## src/rtl/mem_bus_if.sv

```systemverilog
// Single-ported memory bus between the fetch/data arbiter and memory.
// master: req/we/sel/addr/wdata/err out, rdata/ack in; slave: mirror.
interface mem_bus_if;
  logic        req;
  logic        we;
  logic [3:0]  sel;
  logic [31:0] addr;
  logic [31:0] wdata;
  logic [31:0] rdata;
  logic        ack;
  logic        err;

  modport master (
    output req, we, sel, addr, wdata, err,
    input  rdata, ack
  );

  modport slave (
    input  req, we, sel, addr, wdata, err,
    output rdata, ack
  );
endinterface

```

## src/rtl/mem_port_arbiter.sv

```systemverilog
// Shares one memory bus between IF fetches and MEM data accesses.
// Ports: clk, rst, if_* (fetch), mem_* (data), bus (mem_bus_if.master).
module mem_port_arbiter #(
  parameter int MAX_DBURST  = 4,
  parameter int TIMEOUT_CYC = 16
) (
  input  logic        clk,
  input  logic        rst,
  input  logic        if_req,
  input  logic [31:0] if_addr,
  output logic [31:0] if_rdata,
  output logic        if_stall,
  input  logic        mem_req,
  input  logic        mem_we,
  input  logic [3:0]  mem_sel,
  input  logic [31:0] mem_addr,
  input  logic [31:0] mem_wdata,
  output logic [31:0] mem_rdata,
  output logic        mem_stall,
  mem_bus_if.master   bus
);

  typedef enum logic [1:0] {
    IDLE,
    BUSY_IF,
    BUSY_D
  } state_t;

  localparam logic [3:0] BMAX  = 4'(MAX_DBURST);
  localparam logic [7:0] WLAST = 8'(TIMEOUT_CYC - 1);

  state_t      state;
  state_t      state_nx;
  logic [3:0]  burst;
  logic [7:0]  wcnt;
  logic        tmo;
  logic        done_if;
  logic        done_d;
  logic        grant_d;
  logic        grant_if;
  logic [31:0] rd_now;

  logic        req_q;
  logic        we_q;
  logic        err_q;
  logic [3:0]  sel_q;
  logic [31:0] addr_q;
  logic [31:0] wdata_q;
  logic [31:0] if_rd_q;
  logic [31:0] mem_rd_q;

  assign bus.req   = req_q;
  assign bus.we    = we_q;
  assign bus.sel   = sel_q;
  assign bus.addr  = addr_q;
  assign bus.wdata = wdata_q;
  assign bus.err   = err_q;

  always_ff @(posedge clk) begin
    if (rst) state <= IDLE;
    else     state <= state_nx;
  end

  always_comb begin
    state_nx = state;
    unique case (state)
      IDLE: begin
        unique case (1'b1)
          grant_d:  state_nx = BUSY_D;
          grant_if: state_nx = BUSY_IF;
          default:  state_nx = IDLE;
        endcase
      end
      BUSY_IF: if (done_if) state_nx = IDLE;
      BUSY_D:  if (done_d)  state_nx = IDLE;
      default: state_nx = IDLE;
    endcase
  end

  always_comb begin
    // ack beats a coincident timeout
    tmo      = !bus.ack && (wcnt == WLAST);
    done_if  = (state == BUSY_IF) && (bus.ack || tmo);
    done_d   = (state == BUSY_D)  && (bus.ack || tmo);
    grant_d  = (state == IDLE) && mem_req
             && !(if_req && (burst == BMAX));
    grant_if = (state == IDLE) && !grant_d && if_req;
    rd_now   = bus.ack ? bus.rdata : 32'h0;
    if_rdata  = done_if ? rd_now : if_rd_q;
    mem_rdata = done_d  ? rd_now : mem_rd_q;
    if_stall  = if_req  && !done_if;
    mem_stall = mem_req && !done_d;
  end

  always_ff @(posedge clk) begin
    if (rst) begin
      req_q    <= 1'b0;
      we_q     <= 1'b0;
      err_q    <= 1'b0;
      sel_q    <= 4'h0;
      addr_q   <= 32'h0;
      wdata_q  <= 32'h0;
      if_rd_q  <= 32'h0;
      mem_rd_q <= 32'h0;
      burst    <= 4'h0;
      wcnt     <= 8'h0;
    end else begin
      err_q <= 1'b0;
      if (grant_d) begin
        req_q   <= 1'b1;
        we_q    <= mem_we;
        sel_q   <= mem_sel;
        addr_q  <= mem_addr;
        wdata_q <= mem_wdata;
      end else if (grant_if) begin
        req_q   <= 1'b1;
        we_q    <= 1'b0;
        sel_q   <= 4'hF;
        addr_q  <= if_addr;
        wdata_q <= 32'h0;
      end
      if (done_if || done_d) begin
        req_q <= 1'b0;
        err_q <= tmo;
      end
      if (done_if) if_rd_q  <= rd_now;
      if (done_d)  mem_rd_q <= rd_now;
      // IDLE holds it at zero so every BUSY entry starts from 0
      if (state == IDLE || done_if || done_d)
        wcnt <= 8'h0;
      else
        wcnt <= wcnt + 8'h1;
      if (!if_req || done_if)
        burst <= 4'h0;
      else if (done_d && burst != BMAX)
        burst <= burst + 4'h1;
    end
  end

endmodule
```

## src/flat_wrapper.sv

```systemverilog
// flat-port wrapper written by rule: the top's interface ports become plain ports
module mem_port_arbiter_flat 
#(
  parameter int MAX_DBURST  = 4,
  parameter int TIMEOUT_CYC = 16
)
  (clk, rst, if_req, if_addr, if_rdata, if_stall, mem_req, mem_we, mem_sel, mem_addr, mem_wdata, mem_rdata, mem_stall, bus_req, bus_we, bus_sel, bus_addr, bus_wdata, bus_err, bus_rdata, bus_ack);
  mem_bus_if bus_i ();
  input  logic clk;
  input  logic rst;
  input  logic if_req;
  input  logic [31:0] if_addr;
  output logic [31:0] if_rdata;
  output logic if_stall;
  input  logic mem_req;
  input  logic mem_we;
  input  logic [3:0] mem_sel;
  input  logic [31:0] mem_addr;
  input  logic [31:0] mem_wdata;
  output logic [31:0] mem_rdata;
  output logic mem_stall;
  output wire logic [$bits(bus_i.req)-1:0] bus_req;
  output wire logic [$bits(bus_i.we)-1:0] bus_we;
  output wire logic [$bits(bus_i.sel)-1:0] bus_sel;
  output wire logic [$bits(bus_i.addr)-1:0] bus_addr;
  output wire logic [$bits(bus_i.wdata)-1:0] bus_wdata;
  output wire logic [$bits(bus_i.err)-1:0] bus_err;
  input wire logic [$bits(bus_i.rdata)-1:0] bus_rdata;
  input wire logic [$bits(bus_i.ack)-1:0] bus_ack;
  assign bus_req = bus_i.req;
  assign bus_we = bus_i.we;
  assign bus_sel = bus_i.sel;
  assign bus_addr = bus_i.addr;
  assign bus_wdata = bus_i.wdata;
  assign bus_err = bus_i.err;
  assign bus_i.rdata = bus_rdata;
  assign bus_i.ack = bus_ack;
  mem_port_arbiter #(.MAX_DBURST(MAX_DBURST), .TIMEOUT_CYC(TIMEOUT_CYC)) u_core (.clk(clk), .rst(rst), .if_req(if_req), .if_addr(if_addr), .if_rdata(if_rdata), .if_stall(if_stall), .mem_req(mem_req), .mem_we(mem_we), .mem_sel(mem_sel), .mem_addr(mem_addr), .mem_wdata(mem_wdata), .mem_rdata(mem_rdata), .mem_stall(mem_stall), .bus(bus_i));
endmodule
```

## config.mk

```make
export PLATFORM = sky130hd
export DESIGN_NAME = mem_port_arbiter_flat
export DESIGN_NICKNAME = d
export VERILOG_FILES = /design/src/rtl/mem_bus_if.sv /design/src/rtl/mem_port_arbiter.sv /design/src/flat_wrapper.sv
export SDC_FILE = /design/constraint.sdc
export NUM_CORES = 1
export LEC_CHECK = 0
export CORE_MARGIN = 10
export CORE_UTILIZATION = 39
export CTS_BUF_LIST = sky130_fd_sc_hd__clkbuf_4 sky130_fd_sc_hd__clkbuf_8
export DETAILED_ROUTE_END_ITERATION = 7
export PLACE_DENSITY = 0.88
export SLEW_MARGIN = 20
export SYNTH_ARGS = -nofsm -noshare
export SYNTH_HDL_FRONTEND = slang
export SYNTH_SLANG_ARGS = --single-unit
```

## constraint.sdc

```tcl
create_clock -name clk -period 1.87 [get_ports clk]
set_clock_uncertainty 0.1 [all_clocks]
set_input_delay 0.2805 -clock clk [delete_from_list [all_inputs] [get_ports clk]]
set_output_delay 0.2805 -clock clk [all_outputs]
set_load 0.02 [all_outputs]
```

==> results.cfg <==
[run_status]
status = finished, violations left
failed_checks = setup timing

[floorplan]
dieArea_sq_um = 21000
fp.coreArea_sq_um = 15300
rows = 45
io_pins = 275
dieHeight_um = 145
die_w_um = 145
start_util = 0.398

[global_routing]
antenna_found_initial = 0
grt_max_degree = 53
grt_overflow = 0
grt.total_usage = 0.207
grt_pass1_vias = 6529
grt_pass1_wl_um = 34800

[critical_path]
cpLargestDelayFamily = compound AO/OA/AOI/OAI gates
start_kind = register
r2r-start = u_core.wcnt[0]$_SDFF_PP0_
crit_required_ns = 1.49
crit_slowest_cell = dfxtp_2
setup.worst_path.start = u_core.wcnt[5]$_SDFF_PP0_
ff2ff_path_depth = 6
path_max_fanout = 32
rr_endpoint = u_core.wcnt[1]$_SDFF_PP0_
cp.arrival_ns = 1.94
endpoint_kind = output port
cp_num_buf_inv = 2
r2r_slack_ns = 0.02
path_cells = nor4_4, a21o_4, nand2_4, buf_12, a32o_2, buf_2
critPathMaxStageDelay_ns = 0.34
worstSetupPathType = register to output port

[logic_synthesis]
synth_cell_types = 40
ys_async_sr_fraction = 0
ys.warnings.count = 0
synth_edf_count = 0
synth_area_sq_um = 6080
synth_nets = 764
ys_ff_latch = 149
avgSynthCellArea_sq_um = 9.76
synthFlopType = dfxtp_1
synth-seq-area-share = 0.491
netlist_instances = 623

[cts]
holdBufCountCts = 0
cts_buffer_depth = 2
numCtsBuffers = 17
cts.sinks = 149
clk_latency_ns = 0.43
cts.clk_slew.worst_paths_ns = 0.08
htree_levels = 4
cts_root_buffer = clkbuf_8
cts_tree = done

[min_path]
whs_path_depth = 3
min_from = bus_ack
min_to = u_core.bus.err$_SDFF_PP0_
worstHoldPathType = primary input to register

[timing]
slew_headroom = 0.722
min_period_ns = 2.32
max_freq_mhz = 431
drv_slew = 0
fin_ws_ns = -0.452
hold_viol_final = 0
worst_slew_pin_slew_ns = 0.416
fin_crit_sh = 1.24
grt_setup_unrepaired = yes
setup_viol = 66

[detailed_routing]
vias = 6524
drc = 0
vias_per_cell = 5.67
ant_nets = 0
drt_iter0_drc = 429
topRoutingLayerUsed = met4
dr_wl_met3_um = 1840
wl_per_cell_um = 20.2
wl_met2_um = 11600
met1_length_um = 8950
drtPass1Iterations = 5
totalWireLength_um = 23200

[pwr]
power_mw = 8.18
peakVddDrop_v = 0.000491
power_density_nw_per_um2 = 796
p_leak_nw = 4.33

[layout]
drive_gt1_frac = 0.295
final_nets = 1068
area_delta_synth_final_pct = 68.9
antenna_cells = 0

[place]
dp_slack_ns = -0.466
gp_congestion = 0.797
io_buffers = 274
dp_hpwl_um = 16400

[run]
maxCapViolCount = 0
## sequential cells by signal, indices dropped and copies added (netlist names)
| signal | count |
|---|---|
| u_core.burst | 4 |
| u_core.state | 2 |
| u_core.bus.wdata | 32 |
| u_core.wcnt | 8 |
| u_core.bus.addr | 32 |
| u_core.if_rd_q | 32 |
| u_core.mem_rd_q | 32 |
| u_core.bus.sel | 4 |
| u_core.bus.req | 1 |
| u_core.bus.we | 1 |
| u_core.bus.err | 1 |
## metal layers
metal  global-route usage  vias up
met5                    0        -
met4               0.0957        0
met3               0.0626       50
met2                0.342      254
met1                0.240     3166
li1                     -     3054
## worst reg2reg max path, cell delays in order (launching register included)
cell and delay [ns]:
dfxtp_2 0.34, ha_4 0.15, and3_4 0.18, a21o_4 0.23, buf_4 0.17, maj3_4 0.41
nor3b_2 0.19
## placed cells by master (no fill, tap or decap), types with 5 or more instances in the layout
cell type        count
dfxtp_1            144
clkdlybuf4s50_1    200
a32o_2              60
dlymetal6s2s_1       6
a22oi_1             33
nand2_1              8
nor4_1              31
clkbuf_8            19
inv_1                6
nor2_1             101
buf_12              20
buf_4               60
nor3_2               6
dfxtp_2              5
buf_2               15
buf_6               53
nor3_1              35
a32o_1              68
## what timing repair did
item | CTS | global route
setup endpoints to repair | 69 | 109
resized for setup | 335 | 58
gates cloned | 0 | 1
setup buffers | 1 | 0
pin swaps | 3 | 11
## cell families after synthesis
| logic type | Yosys count | share of synthesized area |
|---|---|---|
| AOI/OAI and AO/OA | 187 | 0.284 |
| DFF | 149 | 0.491 |
| buffers and inverters | 76 | 0.0537 |
| xor gates and xnor gates | 6 | 0.00864 |
| and+or+nand+nor | 201 | 0.155 |
| adders and majority gates | 4 | 0.00803 |
## how the worst max path moves through the flow
stage | depth (start not counted) | endpoint
floorplan | 7 | if_rdata[10]
global placement | 7 | if_rdata[2]
detailed placement | 7 | if_rdata[2]
CTS | 6 | if_rdata[30]
global route | 6 | if_rdata[30]
finish | 6 | if_rdata[30]
## synthesized netlist by cell type, types with 2 or more instances
cell	instances	area share
a21oi_2	3	0.0043
nor3_1	41	0.034
nand4_1	3	0.0031
nor2_1	104	0.064
ha_1	3	0.0062
o21ai_0	3	0.0025
o221a_2	4	0.0074
nand2_1	10	0.0062
xor2_1	2	0.0029
xnor2_1	4	0.0058
clkbuf_1	45	0.028
a32o_1	128	0.21
a21oi_1	6	0.0049
nand3_1	3	0.0025
buf_4	4	0.0049
nor4_1	31	0.032
dfxtp_1	149	0.49
buf_2	21	0.017
a22oi_1	33	0.041
inv_1	6	0.0037
## area by class of cell
class,instances,area (sq um)
clock buffers,23,292
clock inverters,8,101
fillers,1130,4990
inverters,6,22.5
multi-input cells,398,2980
flip-flops and latches,149,2990
well taps,211,264
repair buffers,355,3620
## per-stage QoR
| step | setup TNS (ns) | util | hold slack [ns] | instance area (sq um) | instances |
|---|---|---|---|---|---|
| after floorplan | 0 | - | 0.329 | 6230 | 623 |
| after global placement | -28.22 | 0.638 | 0.348 | 9740 | 1118 |
| after detailed placement | -31.05 | 0.638 | 0.359 | 9740 | 1118 |
| after CTS | -31.24 | 0.659 | 0.0413 | 10000 | 1150 |
| after global routing | -34.24 | 0.673 | 0.0668 | 10300 | 1150 |
| final | -27.43 | 0.673 | 0.0921 | 10300 | 1150 |
## report_power, final
part	switching (mW)	leakage, nW	total, mW	internal [mW]
registers	0.106	1.22	3.48	3.37
clock network	1.17	0.196	2.48	1.31
logic	1.11	2.91	2.22	1.11
total	2.39	4.33	8.18	5.79
(Power assumes the default switching activity.)
